--- src/rtl/vga_stream_ctrl.sv ---
// vga_stream_ctrl
// Pixel-domain sequencer that sits between the SDRAM->async FIFO reader and the
// VGA timing generator. It holds display timing at the origin until the FIFO has
// pre-filled. It then gates FIFO reads to active pixels. On a FIFO underrun it
// blanks the rest of the corrupted frame. At the next frame origin it runs a
// toggle req/ack resync with the wishbone-side reader (flush FIFO, rewind
// address) and then refills before restarting on a clean frame.
//
// Build option: define VGA_STREAM_SOFT_UNDERRUN_EN to make underruns "soft".
// A soft underrun only masks the pixel and counts the event; the sequencer
// stays in S_RUN, and the drain/resync path is never entered.
module vga_stream_ctrl #(
   parameter int SYNC_STAGES = 2,
   parameter int FILL_HOLD   = 4,
   parameter int CNT_W       = 16
) (
   input  logic             pixel_clk,
   input  logic             pixel_rst,
   input  logic             fifo_wfull,
   input  logic             fifo_rempty,
   input  logic             pix_active,
   input  logic             frame_start,
   output logic             timing_en,
   output logic             fifo_read,
   output logic             rgb_mask,
   output logic             resync_req,
   input  logic             resync_ack,
   output logic [CNT_W-1:0] underrun_cnt,
   output logic [1:0]       state
);

   localparam int                    FILL_CNT_W  = $clog2(FILL_HOLD + 1);
   localparam logic [FILL_CNT_W-1:0] FILL_HOLD_C = FILL_CNT_W'(FILL_HOLD);
   localparam logic [FILL_CNT_W-1:0] FILL_ZERO_C = {FILL_CNT_W{1'b0}};
   localparam logic [CNT_W-1:0]      CNT_MAX_C   = {CNT_W{1'b1}};

   // S_DRAIN's code is shared by the resync wait; resync_r tells the two apart.
   typedef enum logic [1:0] {
      S_IDLE  = 2'd0,
      S_FILL  = 2'd1,
      S_RUN   = 2'd2,
      S_DRAIN = 2'd3
   } state_t;

   state_t                 state_r;
   logic                   resync_r;
   logic [FILL_CNT_W-1:0]  fill_cnt_r;
   logic                   timing_en_r;
   logic                   resync_req_r;
   logic [CNT_W-1:0]       underrun_cnt_r;
   logic [SYNC_STAGES-1:0] wfull_sync_r;
   logic [SYNC_STAGES-1:0] ack_sync_r;

   logic wfull_s;
   logic ack_s;
   logic run_s;
   logic underrun_s;

   // Saturating increment for the underrun event counter.
   function automatic logic [CNT_W-1:0] sat_inc(input logic [CNT_W-1:0] v);
      logic [CNT_W-1:0] r;
      if (v == CNT_MAX_C) begin
         r = v;
      end else begin
         r = v + CNT_W'(1);
      end
      return r;
   endfunction

   // Bring the wshb-domain full flag and resync acknowledge into the pixel domain.
   always_ff @(posedge pixel_clk or posedge pixel_rst) begin
      if (pixel_rst) begin
         wfull_sync_r <= {SYNC_STAGES{1'b0}};
         ack_sync_r   <= {SYNC_STAGES{1'b0}};
      end else begin
         wfull_sync_r <= {wfull_sync_r[SYNC_STAGES-2:0], fifo_wfull};
         ack_sync_r   <= {ack_sync_r[SYNC_STAGES-2:0], resync_ack};
      end
   end

   assign wfull_s = wfull_sync_r[SYNC_STAGES-1];
   assign ack_s   = ack_sync_r[SYNC_STAGES-1];

   // Per-pixel read gating and masking; any non-RUN state blanks active pixels.
   always_comb begin
      run_s      = (state_r == S_RUN);
      underrun_s = run_s & pix_active & fifo_rempty;
      fifo_read  = run_s & pix_active & ~fifo_rempty;
      rgb_mask   = pix_active & (~run_s | fifo_rempty);
   end

   // Sequencer: prefill hold, streaming, drain to frame origin, and req/ack resync.
   always_ff @(posedge pixel_clk or posedge pixel_rst) begin
      if (pixel_rst) begin
         state_r        <= S_IDLE;
         resync_r       <= 1'b0;
         fill_cnt_r     <= FILL_ZERO_C;
         timing_en_r    <= 1'b0;
         resync_req_r   <= 1'b0;
         underrun_cnt_r <= {CNT_W{1'b0}};
      end else begin
         case (state_r)
            S_IDLE: begin
               state_r     <= S_FILL;
               resync_r    <= 1'b0;
               fill_cnt_r  <= FILL_ZERO_C;
               timing_en_r <= 1'b0;
            end
            S_FILL: begin
               // A wfull_s dropout restarts the hold; the move to RUN happens one
               // cycle after the count reaches FILL_HOLD.
               if (fill_cnt_r == FILL_HOLD_C) begin
                  state_r     <= S_RUN;
                  timing_en_r <= 1'b1;
                  fill_cnt_r  <= FILL_ZERO_C;
               end else if (wfull_s) begin
                  fill_cnt_r <= fill_cnt_r + FILL_CNT_W'(1);
               end else begin
                  fill_cnt_r <= FILL_ZERO_C;
               end
            end
            S_RUN: begin
               // An underrun beats any frame_start that coincides with it.
               if (underrun_s) begin
                  underrun_cnt_r <= sat_inc(underrun_cnt_r);
`ifdef VGA_STREAM_SOFT_UNDERRUN_EN
                  state_r <= S_RUN;
`else
                  state_r <= S_DRAIN;
`endif
               end else begin
                  state_r <= S_RUN;
               end
            end
            S_DRAIN: begin
               if (!resync_r) begin
                  // Let the corrupted frame finish; recovery starts only at origin.
                  if (frame_start) begin
                     resync_req_r <= ~resync_req_r;
                     timing_en_r  <= 1'b0;
                     resync_r     <= 1'b1;
                  end else begin
                     resync_r <= 1'b0;
                  end
               end else begin
                  // The wshb reader echoes the toggle once flush and rewind are done.
                  if (ack_s == resync_req_r) begin
                     state_r    <= S_FILL;
                     resync_r   <= 1'b0;
                     fill_cnt_r <= FILL_ZERO_C;
                  end else begin
                     resync_r <= 1'b1;
                  end
               end
            end
            default: begin
               state_r <= S_IDLE;
            end
         endcase
      end
   end

   assign timing_en    = timing_en_r;
   assign resync_req   = resync_req_r;
   assign underrun_cnt = underrun_cnt_r;
   assign state        = state_r;

endmodule

--- config.mk ---
export PLATFORM = sky130hd
export DESIGN_NAME = vga_stream_ctrl
export DESIGN_NICKNAME = d
export VERILOG_FILES = /design/src/rtl/vga_stream_ctrl.sv
export SDC_FILE = /design/constraint.sdc
export NUM_CORES = 1
export LEC_CHECK = 0
export BUFFER_PORTS_ARGS = -buffer_cell sky130_fd_sc_hd__buf_2
export CAP_MARGIN = 10
export CORE_MARGIN = 2
export CORE_UTILIZATION = 37
export CTS_CLUSTER_DIAMETER = 60
export CTS_CLUSTER_SIZE = 28
export DETAILED_ROUTE_END_ITERATION = 10
export HOLD_SLACK_MARGIN = 0.15
export SYNTH_ARGS = -nofsm -noshare
export SYNTH_HDL_FRONTEND = slang
export SYNTH_SLANG_ARGS = --single-unit
--- constraint.sdc ---
create_clock -name pixel_clk -period 2.2 [get_ports pixel_clk]
set_clock_uncertainty 0.2 [all_clocks]
set_input_delay 0.44 -clock pixel_clk [delete_from_list [all_inputs] [get_ports pixel_clk]]
set_output_delay 0.44 -clock pixel_clk [all_outputs]
set_load 0.05 [all_outputs]
==> summary.md <==
| Metric | Value |
|---|---|
| Maximum root-to-sink buffer count | 2 |
| Std-Cell Core Area | 0.00394 mm2 |
| Wire length reported by the detailed router | about 3100 um |
| Area share of fa/ha/maj cells after synthesis | 0.0589 |
| Total Nets Final | approximately 180 |
| Detailed-route DRC error count | 0 |
| Final core utilization | 0.460 |
| Crit-path max cell delay | between 0.4 and 0.5 ns |
| Number of H-tree levels | 1 |
| Number of distinct library cell variants in the gate-level netlist after synthesis | 40 |
| Max-slew violation total from the final report | 0 |
| Count of final setup violators | 0 |
| Highest fanout seen on the critical path | 5 |
| Least setup slack across all paths after layout | 0.115 ns |
| Accumulated negative setup slack | 0 ns |
| Fill cell instance count of the final layout | 367 |
| Starting density of the core | 0.377 |
| Buffer count from post-CTS setup fixing | 0 |
| Critical-path top delay cell | sky130_fd_sc_hd__dfrtp_2 |
| Final Cycle Share | 0.948 |
| DP Area | 0.00170 mm2 |
| Yosys reg bits | 28 |
| Estimated wirelength of the detail-placed design | roughly 2300 um |
| Initial antenna violation count | 0 |
| Avg WL per Cell | 14.0 um |
| Vias in the first global route | 1125 |
| Compound-Gate Fraction of Synth Area | 0.115 |
| CTS clock-pin slew for the worst setup and hold paths | about 0.10 ns |
| Power, Total | 1.63 mW |
| Wire length of the first global-routing pass | 5160 um |
| Net count of the mapped netlist | 146 |
| Critical path, cell by cell | inv_1 > ha_1 > buf_4 > and3_2 > buf_6 |
| Number of warnings printed during yosys synthesis | 0 |
| Final hold violation count | 0 |
| Minimum period implied by the final worst setup slack | 2.08 ns |
| Number of standard-cell rows in the floorplan | 23 |
| Kind of critical path | reg2out |
| Pin count of the biggest net entering global routing | 29 |
| Number of design-rule violations left by the first detailed-router iteration | 49 |
| Clock latency at the later pin of the worst-skew pair | between 0.2 and 0.3 ns |
| Die extent in y | 67.4 um |
| Worst min-delay path category | reg2reg |
| Antenna Diode Count | 0 |
| Average vias per placed instance | ~5.2 |
| Summed instance area of the synthesized netlist | 0.00149 mm2 |
| MaxCap Viol Count | 0 |
| TritonCTS clock tree | done |
| Sequential share of the synthesized area | 0.471 |
| Post-synthesis share of cell area spent on and, or, nand and nor gates | 0.223 |
| XOR/XNOR Fraction of Synth Area | 0.0648 |
| Leakage power of the design | approximately 0.9 nW |
| Worst-margin pin slew | ~0.49 ns |
| Number of vias after detailed routing | 1137 |
| Layout Cell Area excl Fill | between 0.0015 and 0.002 mm2 |
| Hold slack | 0.163 ns |
| Unrepaired setup endpoints after global routing | no |
| Number of detailed-route iterations in the first pass | 4 |
| Endpoint type of the worst setup path | output port |
| Power per cell area | approximately 900 mW/mm2 |
| Multiplexer share of the synthesized area | 0.0362 |
| Total of buffers placed on input and output ports | 28 |
| Overall global routing resource usage | 0.150 |
| Count of nets left with antenna violations after detail routing | 0 |
| Arrival time reported for the critical path endpoint | 1.44 ns |
| Die extent in x | approximately 67 um |
| Highest clock frequency the design can meet | 480 MHz |
| Grt total ovfl | 0 |
| Routability-driven placement congestion ratio | 0.812 |
| Worst path required time | between 1.5 and 2 ns |
| Relative slew slack | 0.671 |
| Max rail drop VDD | 0.319 mV |
| Cell count after synthesis | approximately 130 |
| Count of non-filler cells in the finished layout | between 200 and 250 |
| Share of cells above drive strength 1 | 0.327 |
| Placed Cells incl. Taps | 211 |
| Root Buffer Master | sky130_fd_sc_hd__clkbuf_8 |
| Combinational family with the most area after synthesis | simple AND/OR/NAND/NOR gates |
| Run status | completed |
| Kind of start point of the critical path | flop |
| Placement-stage worst setup slack | approximately 0.24 ns |
| TritonCTS sink count | 28 |
| Total CTS buffers | 3 |
| Number of top-level pins | 29 |
| Top library cells by usage in the layout, fill and taps aside | 26 x sky130_fd_sc_hd__dfrtp_1, 26 x sky130_fd_sc_hd__buf_2, 9 x sky130_fd_sc_hd__a21oi_1, 8 x sky130_fd_sc_hd__inv_1 |
| Area growth from synthesis to layout | 22.0% |
| Die ar. | around 0.0045 mm2 |
| Synthesized area per cell | 11.3 um2 |
==> routing by layer <==
metal  vias to the layer above  track usage  share of wire
met1                       562        0.197           0.45
met5                         -            0              0
met2                        25        0.250           0.50
met3                         4       0.0283          0.044
met4                         0       0.0459         0.0085
li1                        546            -              -
==> cell type report <==
cell class | count | area, um2 | share of cell area
clock buffer | 3 | 41.3 | 0.0228
clock inverter | 1 | 30.0 | 0.0166
inverter | 8 | 30.0 | 0.0166
multi-input combinational | 94 | 744 | 0.411
sequential | 28 | 703 | 0.388
tap | 50 | 62.6 | 0.0345
timing repair buffer | 34 | 201 | 0.111
==> worst max-delay path, delay by kind of cell, from the launching register on <==
family        cells  cell delay (ns)
fa+ha+maj         1             0.20
buf+inv           3             0.37
flops             1             0.41
simple gates      1             0.17
==> state kept, by name, indices dropped and copies added, names as in the netlist <==
register and flops:
state 2, resync_req 1, underrun_cnt 16, timing_en 1, ack_sync_r 2, resync_r 1, wfull_sync_r 2, fill_cnt_r 3
==> where the power goes <==
part	switching, mW	internal [mW]	leakage [nW]
Clock	0.169	0.244	0.0357
Combinational	0.361	0.206	0.524
Sequential	0.0712	0.584	0.368
==> synthesized netlist by cell type, drive strengths merged <==
master | n | area, um2
clkbuf | 1 | 3.75
a211o | 1 | 8.76
nand3 | 7 | 35.0
or4b | 1 | 10.0
inv | 8 | 30.0
nor2 | 6 | 22.5
a41oi | 2 | 17.5
and2 | 3 | 18.8
nor4 | 3 | 37.5
a211oi | 2 | 20.0
and4 | 3 | 28.8
mux2i | 2 | 20.0
a32o | 1 | 10.0
nor2b | 1 | 6.26
o21ai | 3 | 18.8
a21boi | 2 | 15.0
nand3b | 1 | 7.51
xnor2 | 4 | 35.0
a31oi | 4 | 25.0
o32a | 1 | 11.3
a21oi | 9 | 45.0
nor4b | 1 | 15.0
mux2 | 3 | 33.8
nand2 | 7 | 33.8
nand4 | 4 | 55.1
and3 | 5 | 38.8
ha | 7 | 87.6
dfrtp | 28 | 701
buf | 1 | 11.3
xor2 | 7 | 61.3
nand2b | 2 | 12.5
nor3 | 2 | 10.0
==> logic make-up (layout without fill, tap and decap cells) <==
group                    after synthesis  in the layout
AND/OR/NAND/NOR                       46             46
flip-flops                            28             28
AO/OA/AOI/OAI                         25             25
XOR/XNOR                              11             11
buffers and inverters                 10             46
adder cells (fa/ha/maj)                7              7
multiplexers                           5              5
==> final timing paths <==
path / startpoint / endpoint / slack [ns] / cells past startpoint
max: state[0]$_DFFE_PP0P_ / fifo_read / 0.12 / 5
max in group asynchronous: pixel_rst / state[1]$_DFFE_PP0P_ / 0.96 / 4
min in group asynchronous: pixel_rst / ack_sync_r[0]$_DFF_PP0_ / 0.55 / 4
max reg2reg: state[0]$_DFFE_PP0P_ / underrun_cnt[15]$_DFFE_PP0P_ / 0.22 / 6
min reg2reg: wfull_sync_r[0]$_DFF_PP0_ / wfull_sync_r[1]$_DFF_PP0_ / 0.16 / 0
min: wfull_sync_r[0]$_DFF_PP0_ / wfull_sync_r[1]$_DFF_PP0_ / 0.16 / 0
==> repair_timing <==
item / in CTS / in global routing
gates resized for setup: 0 / 5
endpoints found under the hold margin: 30 / 0
endpoints found under the setup margin: 0 / 2
hold buffers: 3 / 0
Note: power is estimated with default switching activity, not from simulation.
